==> src/rtl/addsub_seq_pkg.sv <==
// Shared definitions for the nibble-serial add/subtract unit.
package addsub_seq_pkg;

  localparam int unsigned NIBBLE_W = 4;

  typedef enum logic [1:0] {
    IDLE = 2'd0,
    RUN  = 2'd1,
    DONE = 2'd2
  } state_t;

endpackage

==> src/rtl/addsub_slice4.sv <==
// 4-bit add/subtract slice with carry-in, carry-out and carry into the MSB.
module addsub_slice4
  import addsub_seq_pkg::*;
(
  input  logic [NIBBLE_W-1:0] a,
  input  logic [NIBBLE_W-1:0] b,
  input  logic                sub,
  input  logic                ci,
  output logic [NIBBLE_W-1:0] s,
  output logic                co,
  output logic                c_msb
);

  localparam int unsigned M = NIBBLE_W - 1;

  logic [NIBBLE_W-1:0] bx;
  logic [NIBBLE_W-1:0] low;

  assign bx = b ^ {NIBBLE_W{sub}};

  // Split at the MSB so the carry into it is visible for overflow detection.
  assign low        = {1'b0, a[M-1:0]} + {1'b0, bx[M-1:0]} + {{M{1'b0}}, ci};
  assign c_msb      = low[M];
  assign s[M-1:0]   = low[M-1:0];
  assign {co, s[M]} = {1'b0, a[M]} + {1'b0, bx[M]} + {1'b0, c_msb};

endmodule

==> src/rtl/addsub_seq.sv <==
// Nibble-serial add/subtract with valid/ready handshake; one 4-bit slice reused per cycle.
// Optional overflow output enabled by defining ADDSUB_SEQ_OVF_EN.
module addsub_seq
  import addsub_seq_pkg::*;
#(
  parameter int unsigned NIBBLES = 4
) (
  input  logic                         clk,
  input  logic                         rst_n,
  input  logic                         in_valid,
  output logic                         in_ready,
  input  logic [NIBBLE_W*NIBBLES-1:0]  A,
  input  logic [NIBBLE_W*NIBBLES-1:0]  B,
  input  logic                         subtract,
  output logic                         out_valid,
  input  logic                         out_ready,
  output logic [NIBBLE_W*NIBBLES-1:0]  sum,
  output logic                         cout,
  output logic                         zero,
  output logic                         busy
`ifdef ADDSUB_SEQ_OVF_EN
  ,
  output logic                         ovf
`endif
);

  localparam int unsigned W     = NIBBLE_W * NIBBLES;
  localparam int unsigned IDX_W = $clog2(NIBBLES + 1);

  state_t             state, state_nxt;
  logic [IDX_W-1:0]   idx, idx_nxt;
  logic               carry, carry_nxt;
  logic [W-1:0]       a_q, a_nxt;
  logic [W-1:0]       b_q, b_nxt;
  logic               sub_q, sub_nxt;
  logic [W-1:0]       sum_nxt;
  logic               cout_nxt, zero_nxt;
  logic               in_ready_nxt, out_valid_nxt, busy_nxt;
  logic               last;

  logic [NIBBLE_W-1:0] a_nib, b_nib, s_s;
  logic                s_co, s_cmsb;

`ifdef ADDSUB_SEQ_OVF_EN
  logic ovf_nxt;
`else
  logic cmsb_unused;
  assign cmsb_unused = s_cmsb;
`endif

  assign last = (idx == IDX_W'(NIBBLES - 1));

  // Select the operand nibbles addressed by idx.
  always_comb begin
    a_nib = '0;
    b_nib = '0;
    for (int i = 0; i < int'(NIBBLES); i++) begin
      if (idx == IDX_W'(i)) begin
        a_nib = a_q[i*NIBBLE_W +: NIBBLE_W];
        b_nib = b_q[i*NIBBLE_W +: NIBBLE_W];
      end
    end
  end

  addsub_slice4 u_slice (
    .a     (a_nib),
    .b     (b_nib),
    .sub   (sub_q),
    .ci    (carry),
    .s     (s_s),
    .co    (s_co),
    .c_msb (s_cmsb)
  );

  // Next-state and next-output logic.
  always_comb begin
    state_nxt = state;
    idx_nxt   = idx;
    carry_nxt = carry;
    a_nxt     = a_q;
    b_nxt     = b_q;
    sub_nxt   = sub_q;
    sum_nxt   = sum;
    cout_nxt  = cout;
    zero_nxt  = zero;
`ifdef ADDSUB_SEQ_OVF_EN
    ovf_nxt   = ovf;
`endif
    case (state)
      IDLE: begin
        if (in_valid) begin
          a_nxt     = A;
          b_nxt     = B;
          sub_nxt   = subtract;
          idx_nxt   = '0;
          carry_nxt = subtract;
          cout_nxt  = 1'b0;
          zero_nxt  = 1'b0;
`ifdef ADDSUB_SEQ_OVF_EN
          ovf_nxt   = 1'b0;
`endif
          state_nxt = RUN;
        end
      end
      RUN: begin
        for (int i = 0; i < int'(NIBBLES); i++) begin
          if (idx == IDX_W'(i)) sum_nxt[i*NIBBLE_W +: NIBBLE_W] = s_s;
        end
        carry_nxt = s_co;
        idx_nxt   = idx + IDX_W'(1);
        if (last) begin
          cout_nxt  = s_co;
          zero_nxt  = (sum_nxt == '0);
`ifdef ADDSUB_SEQ_OVF_EN
          ovf_nxt   = s_cmsb ^ s_co;
`endif
          state_nxt = DONE;
        end
      end
      DONE: begin
        if (out_ready) state_nxt = IDLE;
      end
      default: state_nxt = IDLE;
    endcase
    in_ready_nxt  = (state_nxt == IDLE);
    out_valid_nxt = (state_nxt == DONE);
    busy_nxt      = (state_nxt != IDLE);
  end

  always_ff @(posedge clk or negedge rst_n) begin
    if (!rst_n) begin
      state     <= IDLE;
      idx       <= '0;
      carry     <= 1'b0;
      a_q       <= '0;
      b_q       <= '0;
      sub_q     <= 1'b0;
      sum       <= '0;
      cout      <= 1'b0;
      zero      <= 1'b0;
      in_ready  <= 1'b1;
      out_valid <= 1'b0;
      busy      <= 1'b0;
`ifdef ADDSUB_SEQ_OVF_EN
      ovf       <= 1'b0;
`endif
    end else begin
      state     <= state_nxt;
      idx       <= idx_nxt;
      carry     <= carry_nxt;
      a_q       <= a_nxt;
      b_q       <= b_nxt;
      sub_q     <= sub_nxt;
      sum       <= sum_nxt;
      cout      <= cout_nxt;
      zero      <= zero_nxt;
      in_ready  <= in_ready_nxt;
      out_valid <= out_valid_nxt;
      busy      <= busy_nxt;
`ifdef ADDSUB_SEQ_OVF_EN
      ovf       <= ovf_nxt;
`endif
    end
  end

endmodule
==> config.mk <==
export PLATFORM = sky130hd
export DESIGN_NAME = addsub_seq
export DESIGN_NICKNAME = d
export VERILOG_FILES = /design/src/rtl/addsub_seq_pkg.sv /design/src/rtl/addsub_slice4.sv /design/src/rtl/addsub_seq.sv
export SDC_FILE = /design/constraint.sdc
export NUM_CORES = 1
export LEC_CHECK = 0
export CORE_MARGIN = 5
export CORE_UTILIZATION = 34
export CTS_CLUSTER_DIAMETER = 60
export DETAILED_ROUTE_END_ITERATION = 12
export REMOVE_ABC_BUFFERS = 1
export SYNTH_ARGS = -nofsm -noshare
export SYNTH_HDL_FRONTEND = slang
export SYNTH_SLANG_ARGS = --single-unit
==> constraint.sdc <==
create_clock -name clk -period 3.3 [get_ports clk]
set_clock_uncertainty 0.1 [all_clocks]
set_input_delay 0.66 -clock clk [delete_from_list [all_inputs] [get_ports clk]]
set_output_delay 0.66 -clock clk [all_outputs]
set_load 0.005 [all_outputs]
==> flow_summary_export.csv, run 1 <==
group,metric,value,unit
floorplanning,num_rows,34,
cts,clock_path_buffers,2,
floorplanning,die_h,103.8,µm
logic_synthesis,syn-cell-area,2989,µm²
logic_synthesis,syn_inst,270,
pwr,switching_share,37.19,%
worst_setup_path,cp.arrival,3.68,ns
worst_setup_path,critPathTopFamily,"compound AO/OA/AOI/OAI gates",
run_status,status,"finished, violations left",
route,post_drt_wl_per_cell,14.52,µm
pwr,pwr-share-clk,12.8,%
worst_setup_path,path_cells,"inv_4 > ha_4 > nand2_2 > o21ai_2 > mux2i_1 > o31a_1 > xnor2_1 > ha_1 > nor2b_4 > o21ai_2 > nand2b_1 > fa_2 > nand2b_4 > o21ai_2 > o211a_1 > o211ai_1 > o41ai_2",
cells_and_area,layout-drive-gt1-share,23.10,%
cells_and_area,area_growth,40.44,%
floorplanning,die_x,103.8,µm
cts,clk_pin_slew,0.07,ns
floorplanning,die-area,10770,µm²
logic_synthesis,async_flop_share,100.0,%
route,via_count,2297,
logic_synthesis,yosysTopAreaCellShare,49.39,%
cts,tritoncts,"built",
pwr,pwr-share-comb,62.9,%
sta,setup_ws,-0.2385,ns
pwr,peakVddDrop,654.6,µV
pwr,p_int,0.003564,W
worst_hold_path,hold_class,"in2async",
cells_and_area,finalNetCount,410,
pwr,total_leakage_power,1.820,nW
global_route,grt_use_met1,17.64,%
worst_setup_path,critPathMaxFanout,5,
sta,finalMaxSlewViolations,0,
placement,place.detailed.hpwl,5206,µm
cells_and_area,final_cells,476,
global_route,grt_use_met2,20.36,%
worst_setup_path,slowest_stage,"fa_2",
sta,slew_headroom,64.31,%
logic_synthesis,netlist_top_cells_count,"59 x dfrtp_1, 44 x nand2_1, 32 x mux2_1",
pwr,powerDensity,1352,nW/µm²
route,drt_wl_total,6913,µm
worst_setup_path,crit_buf_inv,1,
logic_synthesis,ys_ff_latch,60,
sta,period_share,107.2,%
sta,fin_crit,3.538,ns
worst_setup_path,crit_path_frequent_cell,"o21ai_2",
cts,cts_buffers,9,
cts,cts-htree-levels,3,
logic_synthesis,synth_cell_types,41,
sta,setup_violations,2,
pwr,p_sw,0.002110,W
cts,cts.sinks,60,
logic_synthesis,yosysWarnings,0,
sta,hold_violations,0,
worst_setup_path,end_kind,"register",
logic_synthesis,synth.most_common_cell,"dfrtp_1",
floorplanning,floorplan.initialDensity,34.61,%
placement,dp_cells,453,
logic_synthesis,avgSynthCellArea,11.07,µm²
sta,grt_setup_unrepaired,"yes",
global_route,grt_pass1_wl,11620,µm
global_route,grtUsageTotal,13.33,%
logic_synthesis,synth-edff-count,0,
cells_and_area,diodes,0,
route,drc,0,
logic_synthesis,synthTopCellsByArea,"dfrtp_1 49%, mux2_1 12%, nand2_1 5.5%, o21ai_0 4.0%, ha_1 2.9%",
logic_synthesis,seq_area_frac_synth,50.27,%
cts,cts_hold_buf,0,
route,via_per_inst,4.826,
cells_and_area,fillCellCount,813,
global_route,antenna_found_initial,0,
placement,gp_congestion,0.8006,
sta,worst_pin_slew,0.5342,ns
placement,numPortBuffers,57,
global_route,grt-busiest-layer,"met2",
sta,fin_hold_ws,0.09835,ns
run_status,violations,"setup timing",
flow_run,drv_cap,0,
worst_setup_path,worstPathRequired,3.45,ns
sta,max_freq,282.6,MHz
pwr,seqPwrFrac,24.3,%
route,drtPass1Iterations,4,
floorplanning,core_area,8636,µm²
cts,clock-root-buffer,"clkbuf_8",
logic_synthesis,synth_top_flop_cell,"dfrtp_1",
logic_synthesis,synth_top_area_cell,"dfrtp_1",
worst_setup_path,start_kind,"register",
cts,insertion_delay,0.34,ns
worst_setup_path,crit_type,"reg2reg",
global_route,grt_pass1_vias,2322,
global_route,met3_usage,4.104,%
global_route,gr-total-overflow,0,
global_route,grt_max_degree,35,
worst_setup_path,slowest_delay,0.48,ns
route,drt_iter0_drc,65,
floorplanning,io_pins,58,
route,antenna_left,0,
==> per-layer routing <==
| metal | wire (µm) | part of all wire, % |
|---|---|---|
| met5 | 0 | 0 |
| met4 | 68 | 0.98 |
| met3 | 333 | 4.8 |
| met2 | 3281 | 47 |
| met1 | 3231 | 47 |
==> flip-flops by register name, summed over array words and instances (netlist names) <==
signal,count
in_ready,1
busy,1
state,2
sum,16
cout,1
sub_q,1
b_q,16
a_q,16
out_valid,1
carry,1
idx,3
zero,1
==> placed cells by master (no fill, tap or decap), types with 8 or more instances in the layout <==
| cell | count |
|---|---|
| buf_4 | 38 |
| dfrtp_1 | 58 |
| clkbuf_8 | 10 |
| o21ai_0 | 22 |
| clkdlybuf4s50_1 | 56 |
| mux2_1 | 31 |
| nand2_1 | 43 |
| nor2_1 | 9 |
| a21oi_1 | 8 |
==> final timing paths <==
path | end | cells after the start | from | slack (ns)
worst max-delay path | zero$_DFFE_PN0P_ | 17 | idx[0]$_DFFE_PN0P_ | -0.24
worst min-delay path | b_q[2]$_DFFE_PN0P_ | 1 | rst_n | 0.1
worst max register to register | zero$_DFFE_PN0P_ | 17 | idx[0]$_DFFE_PN0P_ | -0.24
worst min register to register | sum[12]$_DFFE_PN0P_ | 2 | sum[12]$_DFFE_PN0P_ | 0.39
max in group asynchronous | in_ready$_DFF_PN1_ | 2 | rst_n | 2.35
min in group clk | sum[12]$_DFFE_PN0P_ | 2 | sum[12]$_DFFE_PN0P_ | 0.39
==> power by group through the flow <==
| stage | Clock (W) | Sequential (W) | Combinational [W] |
|---|---|---|---|
| after floorplan | 0 | 0.00131 | 0.00158 |
| after global placement | 0 | 0.00138 | 0.00298 |
| after detailed placement | 0 | 0.00138 | 0.00304 |
| after CTS | 0.000750 | 0.00138 | 0.00324 |
| after global routing | 0.000782 | 0.00143 | 0.00389 |
| final | 0.000729 | 0.00138 | 0.00357 |
==> layout make-up <==
cell class,instances,area (µm²),area share [%]
Sequential cell,60,1504,35.83
Multi-Input combinational cell,189,1451,34.58
Tap cell,108,135.1,3.219
Timing Repair Buffer,96,862.1,20.54
Inverter,7,28.78,0.6855
Clock buffer,11,141.4,3.368
Clock inverter,5,75.07,1.788
==> metrics by stage <==
stage	total power, W	TNS (ns)	setup slack [ns]	utilization, %	area (µm²)
after global placement	0.004352	-0.2230	-0.2230	44.29	3825
after detailed placement	0.004424	-0.5816	-0.3673	44.29	3825
after CTS	0.005376	-0.2054	-0.2054	47.78	4126
after global routing	0.006104	-0.7126	-0.3741	48.61	4198
after floorplan	0.002893	-0.2782	-0.2782	-	2884
final	0.005674	-0.2400	-0.2385	48.61	4198
==> logic make-up (layout without fill, tap and decap cells) <==
logic type	after synthesis	count (layout)	share of synthesized area, %
buf+inv	21	119	4.395
fa+ha+maj	10	10	4.939
simple gates	74	74	11.34
mux	39	39	14.57
flops	60	60	50.27
compound gates	60	60	12.47
xor+xnor	6	6	2.010
==> what timing repair did <==
item                                    CTS  global route
endpoints found under the setup margin    5             5
pin swaps                                 3            10
gates resized for setup                  16            12
setup buffers                             4             4
No activity file was read; power rests on OpenSTA's default activity.
==> run 2: changes to the inputs <==
Settings changed: CAP_MARGIN set to 40, CELL_PAD_IN_SITES_DETAIL_PLACEMENT set to 1, CELL_PAD_IN_SITES_GLOBAL_PLACEMENT set to 1, MAX_ROUTING_LAYER set to met4, PLACE_DENSITY_LB_ADDON set to 0.1.
==> flow_summary_export.csv, run 2 (synthesis gave the netlist of run 1 again) <==
group,metric,value,unit
run_status,status,"finished, violations left",
run_status,violations,"setup timing",
pwr,powerDensity,1324,nW/µm²
route,via_count,2295,
placement,gp_congestion,0.7877,
sta,grt_setup_unrepaired,"yes",
pwr,p_sw,0.002138,W
cells_and_area,finalNetCount,408,
cells_and_area,fillCellCount,962,
route,drt_iter0_drc,45,
sta,hold_violations,0,
worst_setup_path,end_kind,"register",
pwr,pwr-share-clk,10.5,%
worst_hold_path,hold_class,"in2async",
cells_and_area,layout-drive-gt1-share,21.86,%
placement,numPortBuffers,57,
global_route,grtUsageTotal,14.74,%
global_route,grt_pass1_vias,2477,
route,drt_wl_total,7500,µm
global_route,grt_max_degree,35,
cts,cts-htree-levels,3,
sta,fin_crit,3.624,ns
floorplanning,die_h,103.8,µm
sta,fin_hold_ws,0.2643,ns
worst_setup_path,crit-reg2reg-capture,"zero$_DFFE_PN0P_",
cells_and_area,final_cell_area,4160,µm²
placement,place.detailed.hpwl,5489,µm
floorplanning,core_area,8636,µm²
sta,setup_violations,4,
worst_setup_path,startpoint,"idx[0]$_DFFE_PN0P_",
pwr,peakVddDrop,535.6,µV
route,post_drt_wl_per_cell,15.82,µm
worst_setup_path,start_kind,"register",
cts,clk_pin_slew,0.07,ns
worst_setup_path,critPathCapture,"zero$_DFFE_PN0P_",
pwr,total_leakage_power,1.806,nW
cells_and_area,final_common_cell,"dfrtp_1",
flow_run,drv_cap,0,
route,antenna_left,0,
floorplanning,die_x,103.8,µm
cells_and_area,diodes,0,
sta,worst_pin_slew,0.7070,ns
sta,max_freq,276.0,MHz
floorplanning,io_pins,58,
sta,finalMaxSlewViolations,0,
floorplanning,floorplan.initialDensity,34.61,%
cells_and_area,area_growth,39.18,%
pwr,pwr-share-comb,64.5,%
cts,insertion_delay,0.34,ns
sta,setup_ws,-0.3235,ns
route,via_per_inst,4.842,
cts,cts.sinks,60,
global_route,antenna_found_initial,0,
worst_setup_path,r2r_cells,15,
worst_setup_path,worstPathRequired,3.44,ns
floorplanning,num_rows,34,
cells_and_area,top_regs,"a_q x16, b_q x16, sum x16",
pwr,power,0.005510,W
sta,slew_headroom,52.87,%
placement,placed_area,3842,µm²
cts,cts_buffers,9,
worst_setup_path,crit_type,"reg2reg",
cts,tritoncts,"built",
route,drtPass1Iterations,4,
cts,clock-root-buffer,"clkbuf_8",
worst_setup_path,critPathMaxFanout,7,
pwr,p_int,0.003372,W
pwr,switching_share,38.81,%
route,drc,0,
cells_and_area,final_cell_mix,"58 x dfrtp_1, 56 x clkdlybuf4s50_1, 42 x nand2_1",
global_route,grt_pass1_wl,12490,µm
pwr,seqPwrFrac,25.0,%
sta,period_share,109.8,%
cts,clock_path_buffers,2,
worst_setup_path,reg2reg_from,"idx[0]$_DFFE_PN0P_",
worst_setup_path,cp.arrival,3.76,ns
global_route,gr-total-overflow,0,
floorplanning,die-area,10770,µm²
worst_setup_path,rrSetupSlack,-0.32,ns
-- run 2: timing repair --
| action | in CTS | in global routing |
|---|---|---|
| pin swaps | 6 | 10 |
| setup endpoints to repair | 6 | 9 |
| hold buffers | 0 | 0 |
| buffers inserted | 2 | 5 |
| resized for setup | 11 | 18 |
-- run 2: layout make-up --
| class | instances | area, µm² | area share [%] |
|---|---|---|---|
| Clock buffer | 13 | 148.9 | 3.579 |
| Clock inverter | 3 | 15.01 | 0.3609 |
| Inverter | 7 | 28.78 | 0.6917 |
| Multi-Input combinational cell | 189 | 1445 | 34.74 |
| Sequential cell | 60 | 1504 | 36.15 |
| Tap cell | 108 | 135.1 | 3.248 |
| Timing Repair Buffer | 94 | 883.3 | 21.23 |
-- run 2: per-stage QoR --
| stage | utilization (%) | TNS [ns] | setup WS [ns] | instances |
|---|---|---|---|---|
| finish | 48.17 | -0.3836 | -0.3235 | 474 |
| global route | 48.17 | -0.9243 | -0.5184 | 474 |
| CTS | 46.99 | -0.2726 | -0.2726 | 470 |
| detailed placement | 44.49 | -0.8783 | -0.4716 | 452 |
| global placement | 44.49 | -0.5002 | -0.3642 | 452 |
| floorplan | - | -0.2782 | -0.2782 | 256 |
-- run 2: worst min path at each step --
| stage | from | endpoint | slack, ns | cells after the start |
|---|---|---|---|---|
| after floorplan | rst_n | a_q[0]$_DFFE_PN0P_ | 0.26 | 0 |
| after global placement | sum[12]$_DFFE_PN0P_ | sum[12]$_DFFE_PN0P_ | 0.37 | 2 |
| after global routing | rst_n | sum[3]$_DFFE_PN0P_ | 0.32 | 1 |
| after CTS | rst_n | sum[10]$_DFFE_PN0P_ | 0.28 | 1 |
| after detailed placement | carry$_DFFE_PN0P_ | carry$_DFFE_PN0P_ | 0.38 | 2 |
| final | rst_n | sum[3]$_DFFE_PN0P_ | 0.26 | 1 |
-- run 2: power by group through the flow --
stage               clock network (W)  registers, W  logic (W)
finish                       0.000578       0.00138    0.00356
global route                 0.000635       0.00143    0.00391
CTS                          0.000596       0.00138    0.00320
detailed placement                  0       0.00139    0.00310
global placement                    0       0.00137    0.00305
floorplan                           0       0.00131    0.00158
-- run 2: routing by layer --
layer / share of wire [%] / routed length (µm) / GRT usage, % / vias to the layer above
li1: - / - / - / 1112
met2: 50 / 3743 / 24.04 / 44
met1: 45 / 3369 / 17.64 / 1128
met5: 0 / 0 / - / -
met3: 3.7 / 275 / 3.980 / 11
met4: 1.5 / 112 / 4.995 / 0
-- run 2: worst max-delay path: stages (launching register included) --
cell and delay (ns):
dfrtp_2 0.46, buf_6 0.14, ha_2 0.19, ha_4 0.18, o31a_1 0.34, xnor2_2 0.15
ha_1 0.28, nor2b_1 0.13, o21ai_1 0.12, nand2b_1 0.09, fa_1 0.52, nand2b_4 0.17
o21ai_1 0.07, o211a_1 0.15, o211ai_1 0.13, o41ai_2 0.33
==> run 3: changes to the inputs <==
Settings changed: REMOVE_ABC_BUFFERS 1 to unset.
==> flow_summary_export.csv, run 3 (synthesis gave the netlist of run 1 again) <==
group,metric,value,unit
run_status,status,"finished, violations left",
run_status,violations,"setup timing",
global_route,gr-total-overflow,0,
worst_setup_path,r2r_cells,14,
route,drt_wl_total,7515,µm
cts,clk_pin_slew,0.07,ns
cts,clock_path_buffers,2,
worst_setup_path,critPathMaxFanout,9,
worst_setup_path,worstPathRequired,3.43,ns
global_route,grt_pass1_wl,12810,µm
cts,cts-htree-levels,3,
worst_setup_path,end_kind,"register",
route,post_drt_wl_per_cell,16.06,µm
sta,worst_pin_slew,0.6915,ns
route,via_per_inst,4.910,
cts,insertion_delay,0.34,ns
sta,fin_tns_setup,-0.3006,ns
sta,grt_setup_unrepaired,"yes",
cells_and_area,finalNetCount,403,
cells_and_area,top_regs,"a_q x16, b_q x16, sum x16",
global_route,grt_pass1_vias,2581,
cts,clock-root-buffer,"clkbuf_8",
sta,finalMaxSlewViolations,0,
global_route,grt_max_degree,35,
cells_and_area,final_cell_mix,"58 x dfrtp_1, 56 x clkdlybuf4s50_1, 43 x nand2_1",
pwr,total_leakage_power,1.776,nW
route,drc,0,
sta,hold_violations,0,
floorplanning,floorplan.initialDensity,34.61,%
cells_and_area,diodes,0,
route,antenna_left,0,
flow_run,drv_cap,0,
cts,cts_hold_buf,0,
placement,numPortBuffers,57,
placement,gp_congestion,0.7905,
cts,tritoncts,"built",
sta,setup_violations,5,
sta,setup_ws,-0.1833,ns
logic_synthesis,synth_nets,317,
placement,dp_slack,-0.3642,ns
placement,place.detailed.hpwl,5719,µm
global_route,antenna_found_initial,0,
route,via_count,2298,
global_route,grtUsageTotal,15.03,%
floorplanning,die_h,103.8,µm
sta,period_share,105.6,%
sta,fin_crit,3.483,ns
worst_hold_path,hold_class,"in2async",
cells_and_area,layout-drive-gt1-share,20.28,%
route,drt_iter0_drc,97,
route,drtPass1Iterations,4,
worst_setup_path,cp.arrival,3.61,ns
floorplanning,num_rows,34,
sta,fin_hold_ws,0.1062,ns
cells_and_area,final_common_cell,"dfrtp_1",
sta,max_freq,287.1,MHz
floorplanning,die_x,103.8,µm
floorplanning,io_pins,58,
cells_and_area,area_growth,37.13,%
cts,cts.sinks,60,
worst_setup_path,crit_type,"reg2reg",
cts,cts_buffers,9,
floorplanning,die-area,10770,µm²
pwr,powerDensity,1342,nW/µm²
worst_setup_path,start_kind,"register",
floorplanning,core_area,8636,µm²
sta,slew_headroom,53.80,%
pwr,peakVddDrop,549.4,µV
==> run 3: power breakdown <==
part,switching [W],internal [W],leakage [nW],total (W)
registers,0.000268,0.00111,0.723,0.00137
clock network,0.000282,0.000307,0.0893,0.000589
logic,0.00157,0.00197,0.964,0.00354
==> run 3: final cells by class <==
type	instances	area, µm²
inverter	7	26.28
clock buffer	13	158.9
timing repair buffer	89	825.8
tap	108	135.1
fill	953	4537
clock inverter	2	10.01
multi-input combinational	189	1439
sequential	60	1504
==> run 3: worst max-delay path, stage by stage, from the launching register on <==
cell and delay [ns]:
dfrtp_2 0.45, ha_1 0.25, ha_4 0.21, o31a_1 0.32
xnor2_1 0.13, ha_1 0.27, nor2b_1 0.13, o21ai_1 0.11
nand2b_1 0.09, fa_1 0.50, nand2b_4 0.17, o21ai_2 0.05
o211a_1 0.15, o211ai_1 0.10, o41ai_2 0.34
==> run 3: timing repair <==
action                     in CTS  in global routing
gates resized for setup        13                  7
setup endpoints to repair       4                  6
pin swaps                       6                  1
setup buffers                   3                  1
==> run 3: worst paths after layout <==
| check | startpoint | end | slack [ns] |
|---|---|---|---|
| min | rst_n | sum[13]$_DFFE_PN0P_ | 0.11 |
| max reg2reg | idx[0]$_DFFE_PN0P_ | zero$_DFFE_PN0P_ | -0.18 |
| min in group clk | sum[12]$_DFFE_PN0P_ | sum[12]$_DFFE_PN0P_ | 0.38 |
| min reg2reg | sum[12]$_DFFE_PN0P_ | sum[12]$_DFFE_PN0P_ | 0.38 |
| max in group asynchronous | rst_n | zero$_DFFE_PN0P_ | 2.26 |
| max | idx[0]$_DFFE_PN0P_ | zero$_DFFE_PN0P_ | -0.18 |
==> run 3: metal layers <==
layer | global-route usage (%) | vias to the layer above | wire length, µm
met2 | 24.73 | 40 | 3708
met3 | 3.483 | 11 | 244
li1 | - | 1106 | -
met1 | 18.09 | 1141 | 3437
met4 | 5.273 | 0 | 125
met5 | - | - | 0
==> run 3: stage by stage <==
stage               cells  total power [W]  instance area (µm²)  utilization, %
floorplan             270         0.003029                 3008               -
global placement      448         0.004342                 3797           43.97
detailed placement    449         0.004427                 3817           44.20
CTS                   467         0.005352                 4069           47.12
global route          468         0.005951                 4099           47.46
finish                468         0.005499                 4099           47.46
